**config.mk**
```make
export PLATFORM = sky130hd
export DESIGN_NAME = ps2_kbd_queue
export DESIGN_NICKNAME = d
export VERILOG_FILES = /design/src/rtl/ps2_kbd_pkg.sv /design/src/rtl/ps2_kbd_queue_fifo.sv /design/src/rtl/ps2_kbd_queue.sv
export SDC_FILE = /design/constraint.sdc
export NUM_CORES = 1
export LEC_CHECK = 0
export BUFFER_PORTS_ARGS = -buffer_cell sky130_fd_sc_hd__buf_2
export CORE_MARGIN = 4
export CORE_UTILIZATION = 48
export DETAILED_ROUTE_END_ITERATION = 10
export PLACE_DENSITY_LB_ADDON = 0.05
export SLEW_MARGIN = 25
export SYNTH_ARGS = -nofsm -noshare
export SYNTH_HDL_FRONTEND = slang
export SYNTH_SLANG_ARGS = --single-unit
```
**constraint.sdc**
```tcl
create_clock -name clk -period 3.3 [get_ports clk]
set_clock_uncertainty 0.2 [all_clocks]
set_input_delay 0 -clock clk [delete_from_list [all_inputs] [get_ports clk]]
set_output_delay 0 -clock clk [all_outputs]
set_load 0.01 [all_outputs]
```
**src/rtl/ps2_kbd_pkg.sv**
```systemverilog
// ps2_kbd_pkg: shared encodings for the PS/2 keyboard event queue.
package ps2_kbd_pkg;
    typedef enum logic [1:0] {S_IDLE, S_EXT, S_BRK, S_EXT_BRK} state_t;
    localparam logic [7:0] PFX_EXT = 8'hE0;
    localparam logic [7:0] PFX_BRK = 8'hF0;
    localparam logic ADDR_DATA = 1'b0;
    localparam logic ADDR_STATUS = 1'b1;
    localparam int STAT_NE = 0;
    localparam int STAT_FULL = 1;
    localparam int STAT_OVF = 2;
    localparam int STAT_IEN = 3;
    localparam int EV_VALID = 15;
    localparam int EV_EXT = 9;
    localparam int EV_REL = 8;
    localparam int EV_W = 10;
    function automatic logic [EV_W-1:0] mk_ev(input logic ext, input logic rel, input logic [7:0] code);
        return {ext, rel, code};
    endfunction
endpackage

```
**src/rtl/ps2_kbd_queue_fifo.sv**
```systemverilog
// kbd_fifo: synchronous FIFO with a combinational head; a push into a full FIFO
// only lands when a pop happens in the same cycle.
module kbd_fifo #(
    parameter int WIDTH = 10,
    parameter int DEPTH = 8
) (
    input  logic                     clk,
    input  logic                     rst,
    input  logic                     push,
    input  logic                     pop,
    input  logic [WIDTH-1:0]         din,
    output logic [WIDTH-1:0]         head,
    output logic                     full,
    output logic                     empty,
    output logic [$clog2(DEPTH):0]   count
);
    localparam int AW = $clog2(DEPTH);
    logic [WIDTH-1:0] mem [DEPTH];
    logic [AW-1:0] wp, rp;
    logic wr, rd;
    assign full = count == (AW+1)'(DEPTH);
    assign empty = count == '0;
    assign wr = push & (~full | pop);
    assign rd = pop & ~empty;
    assign head = mem[rp];
    always_ff @(posedge clk) begin
        if (rst) begin
            wp <= '0;
            rp <= '0;
            count <= '0;
        end else begin
            wp <= wp + AW'(wr);
            rp <= rp + AW'(rd);
            count <= count + (AW+1)'(wr) - (AW+1)'(rd);
        end
    end
    always_ff @(posedge clk)
        if (wr) mem[wp] <= din;
endmodule

```
**src/rtl/ps2_kbd_queue.sv**
```systemverilog
// ps2_kbd_queue: folds E0/F0 scancode prefixes into key events, queues them,
// and exposes DATA/STATUS registers with a level interrupt.
module ps2_kbd_queue
    import ps2_kbd_pkg::*;
#(
    parameter int DEPTH = 8,
    parameter int TO_W = 20
) (
    input  logic        clk,
    input  logic        rst,
    input  logic [7:0]  kbd_code,
    input  logic        kbd_irq,
    input  logic        reg_addr,
    input  logic        reg_rd,
    input  logic        reg_wr,
    input  logic [15:0] reg_wdata,
    output logic [15:0] reg_rdata,
    output logic        irq
);
    state_t state, state_n;
    logic irq_q, acc, push, pop, st_wr, full, empty, ovf, irq_en, timeout;
    logic [TO_W-1:0] to_cnt;
    logic [EV_W-1:0] ev, head;
    logic [$clog2(DEPTH):0] count;
    logic [15:0] status, data;
    logic unused_wdata;
    assign unused_wdata = ^{reg_wdata[15:4], reg_wdata[1:0]};
    assign acc = kbd_irq & ~irq_q;
    assign pop = reg_rd & (reg_addr == ADDR_DATA) & ~empty;
    assign st_wr = reg_wr & (reg_addr == ADDR_STATUS);
    assign timeout = state != S_IDLE && to_cnt == '1;
    kbd_fifo #(.WIDTH(EV_W), .DEPTH(DEPTH)) u_fifo (
        .clk(clk), .rst(rst), .push(push), .pop(pop), .din(ev),
        .head(head), .full(full), .empty(empty), .count(count)
    );
    always_ff @(posedge clk)
        state <= rst ? S_IDLE : state_n;
    always_comb begin
        state_n = state;
        push = 1'b0;
        ev = mk_ev(1'b0, 1'b0, kbd_code);
        if (acc && (kbd_code == 8'h00 || kbd_code == 8'hFF)) begin
            state_n = S_IDLE;
        end else if (acc) begin
            case (state)
                S_IDLE: begin
                    state_n = kbd_code == PFX_EXT ? S_EXT : kbd_code == PFX_BRK ? S_BRK : S_IDLE;
                    push = kbd_code != PFX_EXT && kbd_code != PFX_BRK;
                end
                S_EXT: begin
                    state_n = kbd_code == PFX_BRK ? S_EXT_BRK : kbd_code == PFX_EXT ? S_EXT : S_IDLE;
                    push = kbd_code != PFX_EXT && kbd_code != PFX_BRK;
                    ev = mk_ev(1'b1, 1'b0, kbd_code);
                end
                S_BRK: begin
                    state_n = S_IDLE;
                    push = 1'b1;
                    ev = mk_ev(1'b0, 1'b1, kbd_code);
                end
                default: begin
                    state_n = S_IDLE;
                    push = 1'b1;
                    ev = mk_ev(1'b1, 1'b1, kbd_code);
                end
            endcase
        end else if (timeout) begin
            state_n = S_IDLE;
        end
    end
    // The edge register tracks kbd_irq even in reset so a held pulse is never accepted.
    always_ff @(posedge clk) begin
        irq_q <= kbd_irq;
        if (rst) begin
            to_cnt <= '0;
            ovf <= 1'b0;
            irq_en <= 1'b0;
            irq <= 1'b0;
        end else begin
            to_cnt <= acc ? '0 : (state != S_IDLE && to_cnt != '1) ? to_cnt + 1'b1 : to_cnt;
            ovf <= (push & full & ~pop) | (ovf & ~(st_wr & reg_wdata[STAT_OVF]));
            if (st_wr) irq_en <= reg_wdata[STAT_IEN];
            irq <= irq_en & ~empty;
        end
    end
    always_comb begin
        status = '0;
        status[15:8] = 8'(count);
        status[STAT_NE] = ~empty;
        status[STAT_FULL] = full;
        status[STAT_OVF] = ovf;
        status[STAT_IEN] = irq_en;
        data = '0;
        data[EV_VALID] = ~empty;
        data[EV_W-1:0] = empty ? '0 : head;
        reg_rdata = reg_addr == ADDR_STATUS ? status : data;
    end
endmodule

```
=== Word level (Yosys, flattened, before mapping) ===
Memories as Yosys holds them, arrays and structs flattened. A register that Yosys moved wholly into a read port is not among the register bits.
Cells that the tools add are included.

* Logic and storage cells: 75
* Bits in registers: 36
* Input port bits: 30
* Memories: 1
* Memory bits (writable): 80

{| class="wikitable"
|+ Memory list
! memory !! depth !! width !! rd ports !! clocked after Yosys merged registers in !! write ports !! line !! RTL
|-
| u_fifo.mem || 8 || 10 || 1 || 1 || 1 || ps2_kbd_queue_fifo.sv:18 || <nowiki>logic [WIDTH-1:0] mem [DEPTH];</nowiki>
|}

* Add/subtract/negate cells: 5
* Bitwise logic cells: 19
* Reductions and logical operators: 13
* Equality and inequality tests: 10
* Muxes and demuxes: 18

{| class="wikitable"
|+ Operators with widths
! operator !! count
|-
| $mux W10 || 3
|-
| $pmux W10 S3 || 1
|-
| $eq A8 B8 Y1 const B || 3
|-
| $add A20 B1 Y20 const B || 1
|-
| $eq A20 B20 Y1 const B || 1
|-
| $ne A20 B20 Y1 const B || 1
|-
| $mux W16 || 1
|-
| $ne A8 B8 Y1 const B || 2
|-
| $and A1 B1 Y1 || 11
|-
| $mux W2 || 5
|-
| $logic_not A8 Y1 || 1
|-
| $add A3 B1 Y3 || 2
|-
| $mux W1 || 6
|-
| $not A1 Y1 || 6
|-
| $reduce_or A2 Y1 || 3
|-
| $add A4 B1 Y4 || 1
|-
| $eq A4 B4 Y1 const B || 1
|-
| $logic_and A1 B1 Y1 || 4
|-
| $logic_not A4 Y1 || 1
|-
| $pmux W2 S2 || 1
|-
| $reduce_bool A2 Y1 || 2
|-
| $sub A4 B1 Y4 || 1
|-
| $mux W3 || 1
|-
| $eq A2 B1 Y1 const B || 1
|-
| other kinds (4) || 5
|}

=== Depth between registers and ports, before layout ===
* Depth in word-level cells: 8
* Gate-level depth with buffers: 13

=== By module ===
From an unflattened synthesis, not the netlist that was laid out.

* Cell total of the unflattened synthesis: 355
* Area total of the unflattened synthesis: 5111.2 µm²

{| class="wikitable"
|+ By module, submodules not included
! module !! area an instance (µm²) !! cells each !! times used
|-
| kbd_fifo || 3647.2 || 178 || 1
|-
| ps2_kbd_queue || 1463.9 || 177 || 1
|}

=== Worst setup path before layout ===
OpenSTA, ideal clock, no wires.

* Path kind: register -> register
* Start: reg u_fifo.count[2]
* End: mem u_fifo.mem[2][0] (enable)
* Path slack: 436 ps
* Stages on the path, launching flop included: 7
* Path buffers: 0
* Setup time: 407 ps
* Period minus slack after synthesis: 2864 ps
* Arrival: 2257 ps
* Required time: 2693 ps
* Cells stage by stage: dfxtp_1 inv_1 ha_1 or3_1 nand2_1 nand2_1 nor4b_1

* Cells in the longest elaborated chain, start to end: 7
* Elaborated cells between the ends (all ways): 9

{| class="wikitable"
|+ Ends and longest elaborated chain
! what !! line !! RTL
|-
| start, declared || ps2_kbd_queue_fifo.sv:15 || <nowiki>output logic [$clog2(DEPTH):0] count</nowiki>
|-
| start signal, assigned || ps2_kbd_queue_fifo.sv:34 || <nowiki>count <= count + (AW+1)'(wr) - (AW+1)'(rd);</nowiki>
|-
| $logic_not A4 Y1 || ps2_kbd_queue_fifo.sv:22 || <nowiki>assign empty = count == '0;</nowiki>
|-
| $not A1 Y1 || ps2_kbd_queue.sv:29 || <nowiki>assign pop = reg_rd & (reg_addr == ADDR_DATA) & ~empty;</nowiki>
|-
| $and A1 B1 Y1 || ps2_kbd_queue.sv:29 ||
|-
| $or A1 B1 Y1 * || ps2_kbd_queue_fifo.sv:23 || <nowiki>assign wr = push & (~full | pop);</nowiki>
|-
| $and A1 B1 Y1 * || ps2_kbd_queue_fifo.sv:23 ||
|-
| $mux W1 * || ps2_kbd_queue_fifo.sv:38 || <nowiki>if (wr) mem[wp] <= din;</nowiki>
|-
| $mux W1 (implied by the code) * || ps2_kbd_queue_fifo.sv:38 ||
|-
| end, declared || ps2_kbd_queue_fifo.sv:18 ||
|}

Every way passes the cells marked *; elsewhere a longest branch is shown, timed or not.

=== Final worst setup path ===
* Start: reg u_fifo.count[2]
* End: reg u_fifo.count[2]

* Cells in the longest elaborated chain, start to end: 7
* Elaborated cells between the ends (all ways): 10

{| class="wikitable"
|+ Ends and longest elaborated chain
! what !! line
|-
| $logic_not A4 Y1 || ps2_kbd_queue_fifo.sv:22
|-
| $not A1 Y1 || ps2_kbd_queue_fifo.sv:24, ps2_kbd_queue.sv:29
|-
| $and A1 B1 Y1 || ps2_kbd_queue.sv:29
|-
| $or A1 B1 Y1 || ps2_kbd_queue_fifo.sv:23
|-
| $and A1 B1 Y1 || ps2_kbd_queue_fifo.sv:23
|-
| $add A4 B1 Y4 || ps2_kbd_queue_fifo.sv:34
|-
| $sub A4 B1 Y4 * || ps2_kbd_queue_fifo.sv:34
|}

Marks and branches as above.
A chain may end at the register's enable or synchronous reset.

==> impl_summary.md <==
Detailed routing
The post-detailed-route DRC marker count is 0. The first routing iteration left 132 violations. The routed wire length is 9740 um.

The number of vias in the routed layout is 3051. In this run the remaining antenna-violating nets after routing total 0. In the final routed layout, each cell accounts on average for 17.1 um.

The number of optimization iterations in the first detailed-route pass is 4. The via density per instance is 5.37.

Timing
The number of hold violations in the final report is 0. The final-report setup violation count is 0. Summed over all failing endpoints, the final setup total negative slack is 0 ps.

The headroom to the max-slew limit is 47.1%. Dividing the final minimum period by the clock period gives 84.6%. The fmax is 358 MHz. Setup repair after global routing left no endpoint under its margin. The max-slew violation count is 0. The worst hold slack across all endpoints is 154 ps.

The final worst slack is 508 ps. The pin slew with the least headroom to its limit is 792 ps. The clock period minus final worst setup slack is 2790 ps.

Worst setup path
Traced cell by cell, the critical path runs through inv_1 -> ha_1 -> and3_1 -> or2_2 -> nor2_1 -> ha_1 -> inv_1 -> ha_1 -> inv_1 -> fa_1 -> xor2_1 -> nor2_1. The worst setup path is of the reg -> reg kind. The number of buffers and inverters on the critical path is 3.

The startpoint of the most critical register-to-register path is u_fifo.count[2]. At the worst endpoint, the arrival time is 2970 ps. The master of the slowest instance on the critical path is sky130_fd_sc_hd__or2_2. Of all nets on the critical path, the largest fanout is 11. The reg2reg setup slack is 510 ps. The critical path required time is 3480 ps. The endpoint kind of the worst setup timing path is a flop. The worst register-to-register path ends at u_fifo.count[2].

In this design, the stage delay of the slowest critical-path cell is 410 ps. The type of element launching the critical path is a flop. The kind of cell adding the most delay to the critical path is adder cells. The depth of the worst register-to-register path is 12.

Clock tree
The clock latency reported for the late side of the worst-skew pair is 500 ps. Gates resized during post-CTS repair numbered 0. The number of levels the H-tree was split into is 4. The clock-pin slew reported for the worst setup and hold paths after clock tree synthesis is 50 ps. The buffer cell driving the clock tree root is sky130_fd_sc_hd__clkbuf_8. The clock tree buffer depth is 2. The tree built by TritonCTS fans out to 116 sinks. TritonCTS built the clock tree. Buffers inserted during clock tree synthesis total 17.

Logic synthesis
In this run, synthesis produced a sequential element count of 116. The most used flip-flop cell after synthesis is sky130_fd_sc_hd__edfxtp_1. The cell area after technology mapping is 4980 um^2. The number of standard cells after synthesis is 361.

During synthesis, Yosys emitted a total of 0 warnings. The netlist uses 48 different library cells. In the synthesized netlist the async set-or-reset flop fraction comes to 0%.

The number of synthesized flops with an enable pin is 80. The average instance in the mapped netlist occupies 13.8 um^2. The sequential area share after synthesis is 62.8%.

Job
Across the run, the number of max-cap violations was 0.

GRT
The via count of the first global-routing pass is 3049. Entering global routing, the biggest net connects 20 pins. After global routing the overflow that remains totals 0. Across every metal layer, demand over resource in global routing totals 18.4%. The number of antenna violations at the first check in global routing is 0. The first global-routing pass estimated 16200 um of wire.

Cells and area
With fillers left out, the area of the finished cells amounts to 6160 um^2. Cells with a size suffix above 1 make up 23.2% of the layout. Relative to the synthesized area, the layout overhead comes to 23.8%.

The antenna diode count is 0. The final layout net count is 464.

Power and ir drop
Dividing total power by cell area gives a power density of 696 nW/um^2. Summed over all cells, the static leakage comes to 2.14 nW. Power comes to 4.29 mW. VDD sags by at most 325 uV.

Hold path
The sink of the worst hold path is u_fifo.mem[3][7]. The startpoint identified for the worst hold timing path is kbd_code[7]. The worst hold path was traced through 2 stages. The min-delay analysis places its worst path in the category in -> reg.

Floorplanning
The die span in x is 110 um. The die boundary height is 110 um. The number of top-level pins is 47. The floorplan step defined a core boundary enclosing 9950 um^2. The floorplan has 36 rows. The floorplan step defined a die boundary enclosing 12100 um^2. Once the floorplan was initialized, standard cells occupied 50.0% of the core.

Placement
The post-place setup slack is 511 ps. The total placed instance area is 5310 um^2. The last weighted congestion value of the routability-driven placer is 0.799. Detailed placement ended at an HPWL of 6200 um.

The count of buffers inserted at the top-level ports is 29.

Outcome
The flow ran to the end, and the final reports show no timing, DRC or antenna violations.
## power by group
| part | switching [mW] | total [mW] | internal [mW] |
|---|---|---|---|
| Sequential | 0.0402 | 1.64 | 1.60 |
| Combinational | 0.300 | 0.583 | 0.284 |
| Clock | 0.604 | 2.06 | 1.45 |
## cells in the final DEF (no fill, tap or decap), drive strengths merged, types with 3 or more instances in the layout
| master | n |
|---|---|
| nor2 | 30 |
| and2 | 5 |
| ha | 11 |
| nor4 | 3 |
| edfxtp | 80 |
| a21oi | 18 |
| nor2b | 8 |
| mux2i | 10 |
| conb | 3 |
| o21bai | 3 |
| nand4 | 7 |
| dfxtp | 36 |
| o21ai | 11 |
| and3 | 4 |
| nand3 | 11 |
| nand2 | 19 |
| nor4b | 4 |
| dlygate4sd3 | 18 |
| inv | 12 |
| xnor2 | 12 |
| bufinv | 6 |
| clkbuf | 22 |
| or3 | 6 |
| mux4 | 20 |
| buf | 37 |
| a211oi | 3 |
| nor3 | 9 |
| clkinv | 4 |
## worst reg2reg max path, delay by kind of cell, from the launching register on
family,cells,cell delay (ps)
xor+xnor,1,170
buf+inv,3,180
fa+ha+maj,4,990
flops,1,320
simple gates,4,820
## flip-flops by register name, summed over array words and instances (netlist names)
signal,cells
u_fifo.count,4
u_fifo.wp,3
state,2
to_cnt,20
u_fifo.rp,3
irq,1
u_fifo.mem,80
ovf,1
irq_q,1
irq_en,1
## timing repair
action                                 CTS  global route
endpoints found under the hold margin   81             0
hold buffers                            18             0
buffers inserted                         0             0
## logic make-up (layout without fill, tap and decap cells)
group,Yosys count,after routing,synth area share [%]
AND/OR/NAND/NOR,117,117,12.6
flip-flops,116,116,62.8
AO/OA/AOI/OAI,45,45,5.53
multiplexers,30,30,11.1
buffers and inverters,27,99,2.46
XOR/XNOR,13,13,2.29
adder cells (fa/ha/maj),12,12,3.17
other,1,3,0.0754
## Yosys cell counts, types with 3 or more instances
cell type	instances	area [um^2]
sky130_fd_sc_hd__a211oi_1	3	22.5
sky130_fd_sc_hd__a21oi_1	18	90.1
sky130_fd_sc_hd__and2_1	4	25.0
sky130_fd_sc_hd__and3_1	4	25.0
sky130_fd_sc_hd__buf_4	3	22.5
sky130_fd_sc_hd__clkbuf_1	8	30.0
sky130_fd_sc_hd__dfxtp_1	36	721
sky130_fd_sc_hd__edfxtp_1	80	2400
sky130_fd_sc_hd__ha_1	11	138
sky130_fd_sc_hd__inv_1	12	45.0
sky130_fd_sc_hd__mux2i_1	10	100
sky130_fd_sc_hd__mux4_2	20	450
sky130_fd_sc_hd__nand2_1	19	71.3
sky130_fd_sc_hd__nand3_1	11	55.1
sky130_fd_sc_hd__nand4_1	6	37.5
sky130_fd_sc_hd__nor2_1	30	113
sky130_fd_sc_hd__nor2b_1	8	50.1
sky130_fd_sc_hd__nor3_1	8	40.0
sky130_fd_sc_hd__nor4_1	3	18.8
sky130_fd_sc_hd__nor4b_1	4	35.0
sky130_fd_sc_hd__o21ai_0	11	55.1
sky130_fd_sc_hd__o21bai_1	3	22.5
sky130_fd_sc_hd__or3_1	6	37.5
sky130_fd_sc_hd__xnor2_1	12	105
## per-layer routing
layer / GRT usage [%] / routed length (um)
met5: 0 / 0
met3: 5.17 / 338
met4: 5.08 / 124
met2: 29.8 / 4830
met1: 24.3 / 4450
## worst max path at each step
stage	slack [ps]	depth (start not counted)	to	start
floorplan	440	6	u_fifo.mem[2][0]	u_fifo.count[2]
global placement	530	12	u_fifo.count[2]	u_fifo.count[2]
detailed placement	510	12	u_fifo.count[2]	u_fifo.count[2]
CTS	500	12	u_fifo.count[2]	u_fifo.count[2]
global route	350	12	u_fifo.count[2]	u_fifo.count[2]
finish	510	12	u_fifo.count[2]	u_fifo.count[2]
## area by class of cell
class	count	area, um^2
clock buffers	22	473
clock inverters	10	200
fillers	783	3800
inverters	12	45.0
multi-input cells	220	1770
flip-flops and latches	116	3120
well taps	133	166
repair buffers	55	385
## through the flow
| stage | utilization [%] | std cells |
|---|---|---|
| after detailed placement | 53.3 | 518 |
| after CTS | 61.9 | 568 |
| final | 61.9 | 568 |
| after floorplan | - | 363 |
| after global placement | 53.3 | 518 |
| after global routing | 61.9 | 568 |
No activity file was read; power rests on OpenSTA's default activity.
